### src/rtl/seq_divider32_pkg.sv
// Shared definitions for the sequential restoring divider: state encoding and
// default operand width.
package seq_divider32_pkg;

  localparam int DEFAULT_WIDTH = 32;

  typedef enum logic [1:0] {
    DIV_IDLE = 2'd0,
    DIV_RUN  = 2'd1,
    DIV_DONE = 2'd2
  } div_state_t;

endpackage

### src/rtl/seq_divider32_div_step.sv
// One restoring shift-and-subtract iteration: trial-subtract the divisor from
// the partial remainder extended by the next dividend bit.
import seq_divider32_pkg::*;

module div_step #(
  parameter int WIDTH = DEFAULT_WIDTH
) (
  input  logic [WIDTH-1:0] r,
  input  logic [WIDTH-1:0] a,
  input  logic [WIDTH-1:0] b,
  output logic [WIDTH-1:0] r_next,
  output logic [WIDTH-1:0] a_next,
  output logic             q_bit
);

  logic [WIDTH:0] trial;

  always_comb begin
    trial  = {r, a[WIDTH-1]} - {1'b0, b};
    // A clear sign bit means the divisor fit; otherwise restore by shifting.
    q_bit  = ~trial[WIDTH];
    r_next = q_bit ? trial[WIDTH-1:0] : {r[WIDTH-2:0], a[WIDTH-1]};
    a_next = {a[WIDTH-2:0], q_bit};
  end

endmodule

### src/rtl/seq_divider32.sv
// Multi-cycle restoring integer divider, one quotient bit per clock, with
// signed/unsigned operands and a divide-by-zero short path.
import seq_divider32_pkg::*;

module seq_divider32 #(
  parameter int WIDTH = DEFAULT_WIDTH
) (
  input  logic             clk,
  input  logic             reset,
  input  logic             start,
  input  logic             is_signed,
  input  logic [WIDTH-1:0] dividend,
  input  logic [WIDTH-1:0] divisor,
  output logic             busy,
  output logic             done,
  output logic [WIDTH-1:0] quotient,
  output logic [WIDTH-1:0] remainder,
  output logic             div_by_zero
);

  localparam int CW = $clog2(WIDTH);

  div_state_t       state;
  logic [WIDTH-1:0] a_q;
  logic [WIDTH-1:0] b_q;
  logic [WIDTH-1:0] r_q;
  logic [CW-1:0]    count_q;
  logic             neg_q;
  logic             neg_r;

  logic [WIDTH-1:0] r_step;
  logic [WIDTH-1:0] a_step;
  logic             q_bit_step;
  logic [WIDTH-1:0] dividend_mag;
  logic [WIDTH-1:0] divisor_mag;
  logic [WIDTH-1:0] quot_mag;

  div_step #(.WIDTH(WIDTH)) u_step (
    .r      (r_q),
    .a      (a_q),
    .b      (b_q),
    .r_next (r_step),
    .a_next (a_step),
    .q_bit  (q_bit_step)
  );

  always_comb begin
    dividend_mag = (is_signed && dividend[WIDTH-1]) ? -dividend : dividend;
    divisor_mag  = (is_signed && divisor[WIDTH-1])  ? -divisor  : divisor;
    quot_mag     = {a_q[WIDTH-2:0], q_bit_step};
  end

  // NOTE: every register here, working datapath included, is cleared by the
  // async reset so an aborted divide leaves no stale operands behind.
  always_ff @(posedge clk or negedge reset) begin
    if (!reset) begin
      state       <= DIV_IDLE;
      a_q         <= '0;
      b_q         <= '0;
      r_q         <= '0;
      count_q     <= '0;
      neg_q       <= 1'b0;
      neg_r       <= 1'b0;
      busy        <= 1'b0;
      done        <= 1'b0;
      quotient    <= '0;
      remainder   <= '0;
      div_by_zero <= 1'b0;
    end else begin
      // NOTE: non-blocking assignments throughout, so every branch reads the
      // pre-edge register values regardless of statement order.
      done <= 1'b0;
      unique case (state)
        DIV_IDLE, DIV_DONE: begin
          if (start && (divisor == '0)) begin
            state       <= DIV_DONE;
            done        <= 1'b1;
            quotient    <= '1;
            remainder   <= dividend;
            div_by_zero <= 1'b1;
          end else if (start) begin
            state   <= DIV_RUN;
            busy    <= 1'b1;
            a_q     <= dividend_mag;
            b_q     <= divisor_mag;
            r_q     <= '0;
            count_q <= '0;
            neg_q   <= is_signed & (dividend[WIDTH-1] ^ divisor[WIDTH-1]);
            neg_r   <= is_signed & dividend[WIDTH-1];
          end else begin
            state <= DIV_IDLE;
          end
        end
        DIV_RUN: begin
          a_q     <= a_step;
          r_q     <= r_step;
          count_q <= count_q + 1'b1;
          if (count_q == CW'(WIDTH - 1)) begin
            state       <= DIV_DONE;
            busy        <= 1'b0;
            done        <= 1'b1;
            quotient    <= neg_q ? -quot_mag : quot_mag;
            remainder   <= neg_r ? -r_step : r_step;
            div_by_zero <= 1'b0;
          end
        end
        default: state <= DIV_IDLE;
      endcase
    end
  end

endmodule

### config.mk
export PLATFORM = sky130hd
export DESIGN_NAME = seq_divider32
export DESIGN_NICKNAME = d
export VERILOG_FILES = /design/src/rtl/seq_divider32_pkg.sv /design/src/rtl/seq_divider32_div_step.sv /design/src/rtl/seq_divider32.sv
export SDC_FILE = /design/constraint.sdc
export NUM_CORES = 1
export LEC_CHECK = 0
export ABC_AREA = 1
export CORE_MARGIN = 8
export CORE_UTILIZATION = 35
export DETAILED_ROUTE_END_ITERATION = 10
export DONT_BUFFER_PORTS = 1
export MAX_ROUTING_LAYER = met4
export PLACE_DENSITY = 0.57
export RECOVER_POWER = 100
export SYNTH_ARGS = -nofsm -noshare
export SYNTH_HDL_FRONTEND = slang
export SYNTH_SLANG_ARGS = --single-unit
### constraint.sdc
create_clock -name clk -period 6.7 [get_ports clk]
set_input_delay 1.34 -clock clk [delete_from_list [all_inputs] [get_ports clk]]
set_output_delay 1.34 -clock clk [all_outputs]
set_load 0.03 [all_outputs]
==> impl_results.rst <==
.. list-table::
   :header-rows: 1

   * - Metric
     - Value
   * - Status
     - finished, violations left
   * - Failing checks
     - max-capacitance violations, max-slew violations
   * - Cell count along the critical path
     - 25
   * - Post CTS Setup Buffer Count
     - 0
   * - Setup CP Type
     - reg -> reg
   * - Highest clock frequency the design can meet
     - approximately 180 MHz
   * - Share of flip-flops with an asynchronous set or reset after synthesis
     - 100%
   * - Setup Viol. Count Final
     - 0
   * - Required time worst endpoint
     - roughly 7 ns
   * - Worst slew slack as a fraction of its limit
     - -85.9%
   * - Post-synth net total
     - about 2000
   * - Row count
     - 70
   * - Count of buffers from port buffering
     - 0
   * - Vias
     - 12474
   * - Core area
     - 36200 sq um
   * - Initial cell density of the core
     - 35.2%
   * - Global-route wire length before repair
     - 67.4 mm
   * - Final nets
     - around 2000
   * - Routability Congestion
     - 0.950
   * - Number of cells traversed by the worst register-to-register path
     - 25
   * - Fraction of final layout cells with drive strength greater than 1
     - 5.88%
   * - Number of enable-type register cells in the synthesized netlist
     - 0
   * - Count of antenna diodes in the layout
     - 0
   * - Grt ovf
     - 0
   * - Final ANT Viol Nets
     - 0
   * - Mapped Avg Cell Area
     - 6.71 sq um
   * - Multi-input combinational cell area
     - 7250 sq um
   * - Filler cells
     - 3885
   * - Clock Pin Slew Worst Setup and Hold Paths
     - 0.07 ns
   * - Sequential-to-total area share from yosys stat
     - 33.8%
   * - Share of the cycle needed by the critical path after routing
     - 81.5%
   * - H-tree lvl count
     - 4
   * - Count of cell types in the netlist
     - 56
   * - Transition time at the pin with the least slew margin
     - 2.79 ns
   * - Worst hold stages
     - 1
   * - Delay contributed by the slowest stage of the critical path
     - 1.41 ns
   * - Setup clock skew after layout
     - ~0.015 ns
   * - Hold Crit Class
     - reg -> reg
   * - Number of global-route vias before repair
     - about 12000
   * - Layout-stage area growth over the synthesis result
     - 7.18%
   * - Post-Synthesis Cell Area
     - 12700 sq um
   * - Primary flip-flop cell chosen by synthesis mapping
     - dfrtp_1
   * - Source of the critical timing path
     - a_q[31]
   * - Average detailed-routed wire length per instance
     - 18.3 microns
   * - Clock buffers created by TritonCTS
     - 17
   * - Cell occurring most often along the worst timing path
     - nand2_1
   * - Hold path startpoint
     - count_q[3]
   * - Max stage delay cell, worst path
     - nand2_1
   * - Count of buffer and inverter cells on the critical path
     - 2
   * - Data arrival, critical path
     - 5.83 ns
   * - Seq cells post-synth
     - 172
   * - DRC viols
     - 0
   * - Kind of end point of the critical path
     - flip-flop
   * - Clk root buf
     - clkbuf_16
   * - Post-DP HPWL
     - 32.7 mm
   * - Family with the most delay on the worst path
     - simple AND/OR/NAND/NOR gates
   * - CP startpoint kind
     - flip-flop
   * - Via density per instance
     - 5.34
   * - Detailed-route wire length
     - 42.9 mm
   * - Gates resized, CTS repair
     - 0
   * - Cells after Synth
     - between 1500 and 2000
   * - Final count of pins violating max slew
     - about 300
   * - Number of endpoints with negative hold slack in the final report
     - 0
   * - Die ar.
     - approximately 43000 sq um
   * - Hold buffers post-CTS
     - 0
   * - Maximum fanout along the worst path
     - 42
   * - Die span in y
     - 207 microns
   * - Total I/O pin count
     - 135
   * - DRC marker count from the first detailed-route iteration
     - 1180
   * - Initial antenna violation count
     - 0
   * - Minimum clock period
     - 5.46 ns
   * - Core utilization of the finished layout
     - 37.7%
   * - Horizontal die dimension
     - 207 microns
   * - All-layer global routing usage
     - 20.8%
   * - RSZ-0062 raised after global routing
     - false
   * - FF/Latch Area
     - 4300 sq um
   * - Setup TNS after final layout
     - 0 ns
   * - Number of iterations in the first detailed-routing pass
     - 5
   * - Max Cap Viol
     - 6
   * - Clock Tree Buf Depth
     - 2
   * - CTS Sinks
     - 172
   * - Warning count from the yosys run
     - 0
   * - Clock insertion delay at the later pin of the skew report
     - between 0.4 and 0.5 ns
   * - Beginning of the worst register-to-register path
     - a_q[31]
   * - CTS tree
     - done
   * - Largest net degree at the start of global routing
     - 173
[kinds of logic after synthesis]
kind of cell	share of synthesized area [%]
AO/OA/AOI/OAI	16.9
XOR/XNOR	3.65
adder cells (fa/ha/maj)	3.89
buffers and inverters	9.19
flip-flops	33.8
AND/OR/NAND/NOR	32.5
[cells in the final DEF, fill, tap and decap left out, drive strengths merged, types with 11 or more instances in the layout]
cell type    n
o31ai       14
nand3      109
nor4        15
o211ai      16
ha          38
xnor2       16
o21ai      183
or2         11
a31oi       31
dfrtp      172
nand2      548
nor3        27
nand3b      12
xor2        37
a21oi       81
clkbuf      23
inv        231
o22ai       20
nor2       216
nand4       23
[synthesized netlist by cell type (all sizes together) (19+ instances only)]
library cell / number / area [sq um]
o22ai: 20 / 125
nand3: 109 / 561
nor3: 27 / 145
nand2: 548 / 2140
xor2: 37 / 324
a21oi: 81 / 424
buf: 19 / 126
inv: 227 / 852
ha: 38 / 475
o21ai: 183 / 961
nor2: 216 / 863
clkbuf: 51 / 191
a31oi: 31 / 194
dfrtp: 172 / 4300
nand4: 23 / 144
[metrics by stage]
stage          hold slack [ns]  instance area [sq um]  instances  setup slack [ns]
2_1_floorplan            0.440                  12700       1898              2.86
3_3_place_gp             0.456                  13100       2308              2.18
3_5_place_dp             0.470                  13100       2308              2.11
4_1_cts                  0.481                  13700       2338              2.09
5_1_grt                  0.513                  13600       2338             0.770
6_report                 0.483                  13600       2338              1.24
[state kept, by name (all words and copies together) (netlist names), 2 cells and up]
signal	count
count_q	5
quotient	32
b_q	32
a_q	32
state	2
r_q	32
remainder	32
[layer usage]
layer  global-route usage [%]  vias to the layer above  wire, microns
met4                     4.92                        0            714
li1                         -                     6144              -
met3                     3.78                       42           2760
met2                     33.4                      383          20200
met1                     27.0                     5905          19200
met5                        -                        -              0
[worst paths after layout]
path                                 end  slack [ns]
setup reg to reg           remainder[22]        1.24
max in group asynchronous   quotient[22]        5.82
hold reg to reg               count_q[3]        0.48
setup / recovery           remainder[22]        1.24
hold / removal                count_q[3]        0.48
min in group asynchronous    quotient[4]        0.59
[area by class of cell]
type	count	share of cell area, %
clock buffers	19	3.25
repair buffers	12	0.550
inverters	227	6.25
multi-input cells	1429	53.1
well taps	468	4.29
flip-flops and latches	172	31.5
clock inverters	11	0.990
Power is left out: the tool's default activity adds up to more than one toggle a clock period on the data nets, which glitch-free logic cannot reach.
